==> config.mk <==
export PLATFORM = sky130hd
export DESIGN_NAME = sram_arbiter_flat
export DESIGN_NICKNAME = d
export VERILOG_FILES = /design/src/rtl/sram_arbiter_if.sv /design/src/rtl/sram_arbiter.sv /design/src/flat_wrapper.sv
export SDC_FILE = /design/constraint.sdc
export NUM_CORES = 1
export LEC_CHECK = 0
export CORE_AREA = 2 2 129 106
export CTS_CLUSTER_SIZE = 10
export DETAILED_ROUTE_END_ITERATION = 16
export DIE_AREA = 0 0 131 108
export DONT_BUFFER_PORTS = 1
export GPL_TIMING_DRIVEN = 1
export PLACE_DENSITY = 0.53
export RECOVER_POWER = 100
export SKIP_LAST_GASP = 1
export SYNTH_ARGS = -nofsm -noshare
export SYNTH_HDL_FRONTEND = slang
export SYNTH_SLANG_ARGS = --single-unit
==> constraint.sdc <==
create_clock -name clk -period 10.05 [get_ports clk]
set_input_delay 2.5125 -clock clk [delete_from_list [all_inputs] [get_ports clk]]
set_output_delay 2.5125 -clock clk [all_outputs]
set_load 0.02 [all_outputs]
==> src/rtl/sram_arbiter_if.sv <==
// rtl/sram_arbiter_if.sv - one master's request/response bus into the SRAM arbiter
interface sram_arbiter_if #(
  parameter int ADDRBIT = 16,
  parameter int DATABIT = 32
);
  logic                   req;
  logic                   wen;
  logic [ADDRBIT-1:0]     addr;
  logic [DATABIT-1:0]     wdata;
  logic [DATABIT/8-1:0]   byte_en;
  logic                   ready;
  logic [DATABIT-1:0]     rdata;

  modport master (output req, wen, addr, wdata, byte_en, input ready, rdata);
  modport slave  (input req, wen, addr, wdata, byte_en, output ready, rdata);
endinterface

==> src/rtl/sram_arbiter.sv <==
// rtl/sram_arbiter.sv - round-robin two-master arbiter and sequencer for the single-port SOC RAM
module sram_arbiter #(
  parameter int ADDRBIT     = 16,
  parameter int DATABIT     = 32,
  parameter int WAIT_STATES = 0
) (
  input  logic                 clk,
  input  logic                 rst,
  sram_arbiter_if.slave        m0,
  sram_arbiter_if.slave        m1,
  output logic [ADDRBIT-1:0]   ram_addr,
  output logic [DATABIT-1:0]   ram_wdata,
  output logic                 ram_wen,
  output logic [DATABIT/8-1:0] ram_byte_en,
  input  logic [DATABIT-1:0]   ram_rdata
);
  localparam int BEBIT = DATABIT / 8;
  localparam logic [3:0] WS = 4'(WAIT_STATES);

  typedef enum logic [1:0] {IDLE, BUSY, DONE} state_t;

  state_t             state;
  state_t             state_next;
  logic               sel;
  logic               last_gnt;
  logic               wen_q;
  logic [ADDRBIT-1:0] addr_q;
  logic [DATABIT-1:0] wdata_q;
  logic [BEBIT-1:0]   be_q;
  logic [DATABIT-1:0] rdata_q;
  logic [3:0]         wait_cnt;
  logic               gnt_any;
  logic               gnt_sel;
  logic               last_cycle;

  // Next-state logic and round-robin grant decision; a tie goes to the master that did not win last.
  always_comb begin
    state_next = state;
    gnt_any    = 1'b0;
    gnt_sel    = 1'b0;
    last_cycle = (state == BUSY) && (wait_cnt == WS);
    case (state)
      IDLE: begin
        if (m0.req && m1.req) begin
          gnt_any = 1'b1;
          gnt_sel = ~last_gnt;
        end else if (m0.req) begin
          gnt_any = 1'b1;
          gnt_sel = 1'b0;
        end else if (m1.req) begin
          gnt_any = 1'b1;
          gnt_sel = 1'b1;
        end
        if (gnt_any) state_next = BUSY;
      end
      BUSY:    if (last_cycle) state_next = DONE;
      DONE:    state_next = IDLE;
      default: state_next = IDLE;
    endcase
  end

  // State register; reset lands in IDLE so ram_wen falls the moment rst rises.
  always_ff @(posedge clk or posedge rst) begin
    if (rst) state <= IDLE;
    else     state <= state_next;
  end

  // Command latch, wait counter, read capture and grant history.
  always_ff @(posedge clk or posedge rst) begin
    if (rst) begin
      sel      <= 1'b0;
      last_gnt <= 1'b1;
      wen_q    <= 1'b0;
      addr_q   <= '0;
      wdata_q  <= '0;
      be_q     <= '0;
      rdata_q  <= '0;
      wait_cnt <= '0;
    end else begin
      case (state)
        IDLE: begin
          if (gnt_any) begin
            sel      <= gnt_sel;
            wen_q    <= gnt_sel ? m1.wen     : m0.wen;
            addr_q   <= gnt_sel ? m1.addr    : m0.addr;
            wdata_q  <= gnt_sel ? m1.wdata   : m0.wdata;
            be_q     <= gnt_sel ? m1.byte_en : m0.byte_en;
            wait_cnt <= '0;
          end
        end
        BUSY: begin
          if (wait_cnt != WS) wait_cnt <= wait_cnt + 4'd1;
          if (last_cycle && !wen_q) rdata_q <= ram_rdata;
        end
        DONE:    last_gnt <= sel;
        default: ;
      endcase
    end
  end

  // RAM drive during BUSY only; the write strobe fires in the final BUSY cycle so each access writes once.
  always_comb begin
    ram_addr    = '0;
    ram_wdata   = '0;
    ram_byte_en = '0;
    ram_wen     = 1'b0;
    if (state == BUSY) begin
      ram_addr    = addr_q;
      ram_wdata   = wdata_q;
      ram_byte_en = be_q;
      ram_wen     = wen_q & last_cycle;
    end
  end

  // Completion pulse and read data steered to the selected master; writes return zero data.
  always_comb begin
    m0.ready = (state == DONE) && !sel;
    m1.ready = (state == DONE) && sel;
    m0.rdata = (m0.ready && !wen_q) ? rdata_q : '0;
    m1.rdata = (m1.ready && !wen_q) ? rdata_q : '0;
  end
endmodule

==> src/flat_wrapper.sv <==
// flat-port wrapper written by rule: the top's interface ports become plain ports
module sram_arbiter_flat 
#(
  parameter int ADDRBIT     = 16,
  parameter int DATABIT     = 32,
  parameter int WAIT_STATES = 0
)
  (clk, rst, ram_addr, ram_wdata, ram_wen, ram_byte_en, ram_rdata, m0_req, m0_wen, m0_addr, m0_wdata, m0_byte_en, m0_ready, m0_rdata, m1_req, m1_wen, m1_addr, m1_wdata, m1_byte_en, m1_ready, m1_rdata);
  sram_arbiter_if #(.ADDRBIT(ADDRBIT), .DATABIT(DATABIT)) m0_i ();
  sram_arbiter_if #(.ADDRBIT(ADDRBIT), .DATABIT(DATABIT)) m1_i ();
  input  logic clk;
  input  logic rst;
  output logic [ADDRBIT-1:0] ram_addr;
  output logic [DATABIT-1:0] ram_wdata;
  output logic ram_wen;
  output logic [DATABIT/8-1:0] ram_byte_en;
  input  logic [DATABIT-1:0] ram_rdata;
  input wire logic [$bits(m0_i.req)-1:0] m0_req;
  input wire logic [$bits(m0_i.wen)-1:0] m0_wen;
  input wire logic [$bits(m0_i.addr)-1:0] m0_addr;
  input wire logic [$bits(m0_i.wdata)-1:0] m0_wdata;
  input wire logic [$bits(m0_i.byte_en)-1:0] m0_byte_en;
  output wire logic [$bits(m0_i.ready)-1:0] m0_ready;
  output wire logic [$bits(m0_i.rdata)-1:0] m0_rdata;
  input wire logic [$bits(m1_i.req)-1:0] m1_req;
  input wire logic [$bits(m1_i.wen)-1:0] m1_wen;
  input wire logic [$bits(m1_i.addr)-1:0] m1_addr;
  input wire logic [$bits(m1_i.wdata)-1:0] m1_wdata;
  input wire logic [$bits(m1_i.byte_en)-1:0] m1_byte_en;
  output wire logic [$bits(m1_i.ready)-1:0] m1_ready;
  output wire logic [$bits(m1_i.rdata)-1:0] m1_rdata;
  assign m0_i.req = m0_req;
  assign m0_i.wen = m0_wen;
  assign m0_i.addr = m0_addr;
  assign m0_i.wdata = m0_wdata;
  assign m0_i.byte_en = m0_byte_en;
  assign m0_ready = m0_i.ready;
  assign m0_rdata = m0_i.rdata;
  assign m1_i.req = m1_req;
  assign m1_i.wen = m1_wen;
  assign m1_i.addr = m1_addr;
  assign m1_i.wdata = m1_wdata;
  assign m1_i.byte_en = m1_byte_en;
  assign m1_ready = m1_i.ready;
  assign m1_rdata = m1_i.rdata;
  sram_arbiter #(.ADDRBIT(ADDRBIT), .DATABIT(DATABIT), .WAIT_STATES(WAIT_STATES)) u_core (.clk(clk), .rst(rst), .m0(m0_i), .m1(m1_i), .ram_addr(ram_addr), .ram_wdata(ram_wdata), .ram_wen(ram_wen), .ram_byte_en(ram_byte_en), .ram_rdata(ram_rdata));
endmodule
==> run_results.csv <==
group,metric,value,unit
power,p_leak,2.12,nW
sta,whs,0.503,ns
hold_path,min_path_type,"flip-flop to flip-flop",
synth,synthTopCellsByArea,"dfrtp_1, and2_1, mux2_2",
cts,ctsHoldBuffers,0,
synth,yosysWarnings,0,
worst_setup_path,cp_max_fo,60,
synth,synth_cells,549,
global_route,track_usage,19.6,%
worst_setup_path,cp_slowest_cell,"clkbuf_1",
placement,hpwl,9080,microns
floorplan,ios,261,
cts,clkTransAtPathRegs,0.06,ns
placement,dp_slack,5.13,ns
worst_setup_path,critPathBufInv,2,
synth,synth_top_cell_area_share,45.4,%
floorplan,initial_utilization,39.9,%
cts,cts-buffers-inserted,9,
cts,cts_tree,"yes",
worst_setup_path,worst_setup_path_start_kind,"input port",
sta,post-route-min-period,6.16,ns
sta,tightest_slew,3.43,ns
cts,clkLatencyLatePin,0.34,ns
sta,clock.fmax,0.162,GHz
floorplan,rows,37,
hold_path,min_from,"u_core.wait_cnt[2]$_DFFE_PP0P_",
synth,synth_edf_count,0,
worst_setup_path,arrival,5.85,ns
worst_setup_path,crit_chain,"clkinvlp_2 -> clkbuf_1",
floorplan,die_h,108,microns
drt,antenna_left,0,
global_route,grt_pass1_wl,21600,microns
run,cap_violations,6,
run_status,status,"finished, violations left",
worst_setup_path,cp-startpoint,"rst",
floorplan,dieArea,14100,sq um
drt,firstDrtPassIters,5,
worst_setup_path,end_kind,"asynchronous set/reset pin",
finish,fillCellCount,1245,
cts,cts_resized,0,
finish,final_nets,654,
sta,hold_viol_final,0,
global_route,overflow,0,
sta,slew_headroom,-129,%
sta,setup_tns,0,ns
floorplan,core,12700,sq um
cts,cts_sinks,93,
synth,syn-cell-area,5070,sq um
drt,drc,0,
synth,yosysSeqAreaShare,45.9,%
synth,async_flop_share,100,%
finish,area_growth_syn_to_layout,5.52,%
sta,slew_violations,265,
drt,drtIter0Drc,173,
cts,post_cts_buffers,0,
synth,synthMostInstantiatedCell,"dfrtp_1",
worst_setup_path,worstSetupPathType,"input port to asynchronous set/reset pin",
synth,synth.largest_area_cell,"dfrtp_1",
drt,via_per_inst,5.85,
power,irDropWorstVdd,0.191,mV
synth,synthFlopType,"dfrtp_1",
worst_setup_path,r2r_start,"u_core.state[0]$_DFFE_PP0P_",
drt,route.vias.total,4035,
finish,diodes,0,
drt,wl_per_cell,20.5,microns
worst_setup_path,crit_family,"buffers and inverters",
sta,rsz0062_at_grt,"no",
cts,htreeDepth,3,
synth,synth.net_count,693,
cts,cts_root_buffer,"clkbuf_16",
power,p_per_area,333,nW/um^2
sta,clock_skew,0.00722,ns
sta,period_share,61.3,%
worst_setup_path,required,9.74,ns
synth,ys_types,33,
synth,avgSynthCellArea,9.24,sq um
sta,setup_viol,0,
run_status,violations,"capacitance limit, slew limit",
drt,wl,14200,microns
finish,layout-drive-gt1-share,10.1,%
cts,clock_path_buffers,2,
synth,synth-seq-cells,93,
synth,yosys-top-cells-count,"dfrtp_1, and2_1, nand3_1",
global_route,grt_pass1_vias,4128,
global_route,antenna_found_initial,0,
placement,io_buffer_count,0,
worst_setup_path,cpPeakStageDelay,2.44,ns
sta,timing.final.ws_setup,3.89,ns
placement,place_congestion,0.800,
floorplan,die_w,131,microns
global_route,grt_max_degree,108,
==> per-layer routing <==
metal  part of all wire [%]  vias to the layer above  track usage, %  wire, microns
met5                      0                        -               0              0
met4                    2.4                        0            8.05            341
met3                    6.9                       20            5.89            976
met2                     49                      155            32.6           6990
met1                     41                     1993            23.8           5860
li1                       -                     1867               -              -
==> report_power, final <==
part           internal, mW  total [mW]  leakage (nW)  switching (mW)
registers             0.565       0.653          1.11          0.0874
logic                 0.264       0.824         0.890           0.561
clock network         0.168       0.307         0.125           0.140
total                 0.996        1.78          2.12           0.788
==> path summary, 6_finish.rpt <==
| check | to | slack (ns) | cells past startpoint |
|---|---|---|---|
| worst max-delay path | u_core.wdata_q[29]$_DFFE_PP0P_ | 3.89 | 2 |
| worst min-delay path | u_core.wait_cnt[2]$_DFFE_PP0P_ | 0.50 | 1 |
| worst max register to register | u_core.wdata_q[3]$_DFFE_PP0P_ | 6.42 | 3 |
| worst min register to register | u_core.wait_cnt[2]$_DFFE_PP0P_ | 0.50 | 1 |
| max in group clk | u_core.wdata_q[0]$_DFFE_PP0P_ | 4.67 | 3 |
| min in group asynchronous | u_core.rdata_q[7]$_DFFE_PP0P_ | 2.40 | 1 |
==> registers in the layout (all words and copies together), names as in the netlist <==
signal and flops:
u_core.wen_q 1, u_core.sel 1, u_core.rdata_q 32, u_core.wdata_q 32, u_core.wait_cnt 4, u_core.last_gnt 1, u_core.be_q 4, u_core.state 2
u_core.addr_q 16
==> logic make-up (layout without fill, tap and decap cells) <==
kind of cell	count (synthesis)	count (layout)	synth area share, %
AOI/OAI and AO/OA	78	78	11.4
adders and majority gates	2	2	0.493
muxes	33	33	7.30
and+or+nand+nor	246	246	27.0
buffers and inverters	97	63	7.87
DFF	93	93	45.9
==> placed cells by master (no fill, tap or decap), types with 2 or more instances in the layout <==
| master | n |
|---|---|
| and2_0 | 79 |
| and2_1 | 3 |
| buf_4 | 2 |
| clkbuf_1 | 10 |
| clkbuf_16 | 9 |
| clkinv_2 | 2 |
| dfrtp_1 | 92 |
| ha_1 | 2 |
| inv_1 | 39 |
| mux2_2 | 31 |
| nand2b_1 | 2 |
| nand3_1 | 57 |
| nand4_1 | 53 |
| nor2_1 | 40 |
| nor3_2 | 2 |
| o211ai_1 | 17 |
| o21ai_0 | 20 |
| o221ai_1 | 36 |
==> per-stage QoR <==
stage          cell area (sq um)  std cells  power [mW]  util, %
6_report                    5350        690        1.78     42.1
5_1_grt                     5350        690        1.92     42.1
4_1_cts                     5380        690        1.81     42.3
3_5_place_dp                5130        674        1.50     40.3
3_3_place_gp                5130        674        1.47     40.3
2_1_floorplan               5070        549        1.35        -
==> area by class of cell <==
cell class	count	area, sq um	area share, %
multi-input combinational	359	2370	44.2
sequential	93	2330	43.5
clock buffer	14	244	4.56
tap	175	219	4.09
inverter	40	151	2.83
timing repair buffer	7	33.8	0.631
clock inverter	2	10.0	0.187
Power figures use the tool's default switching activity.
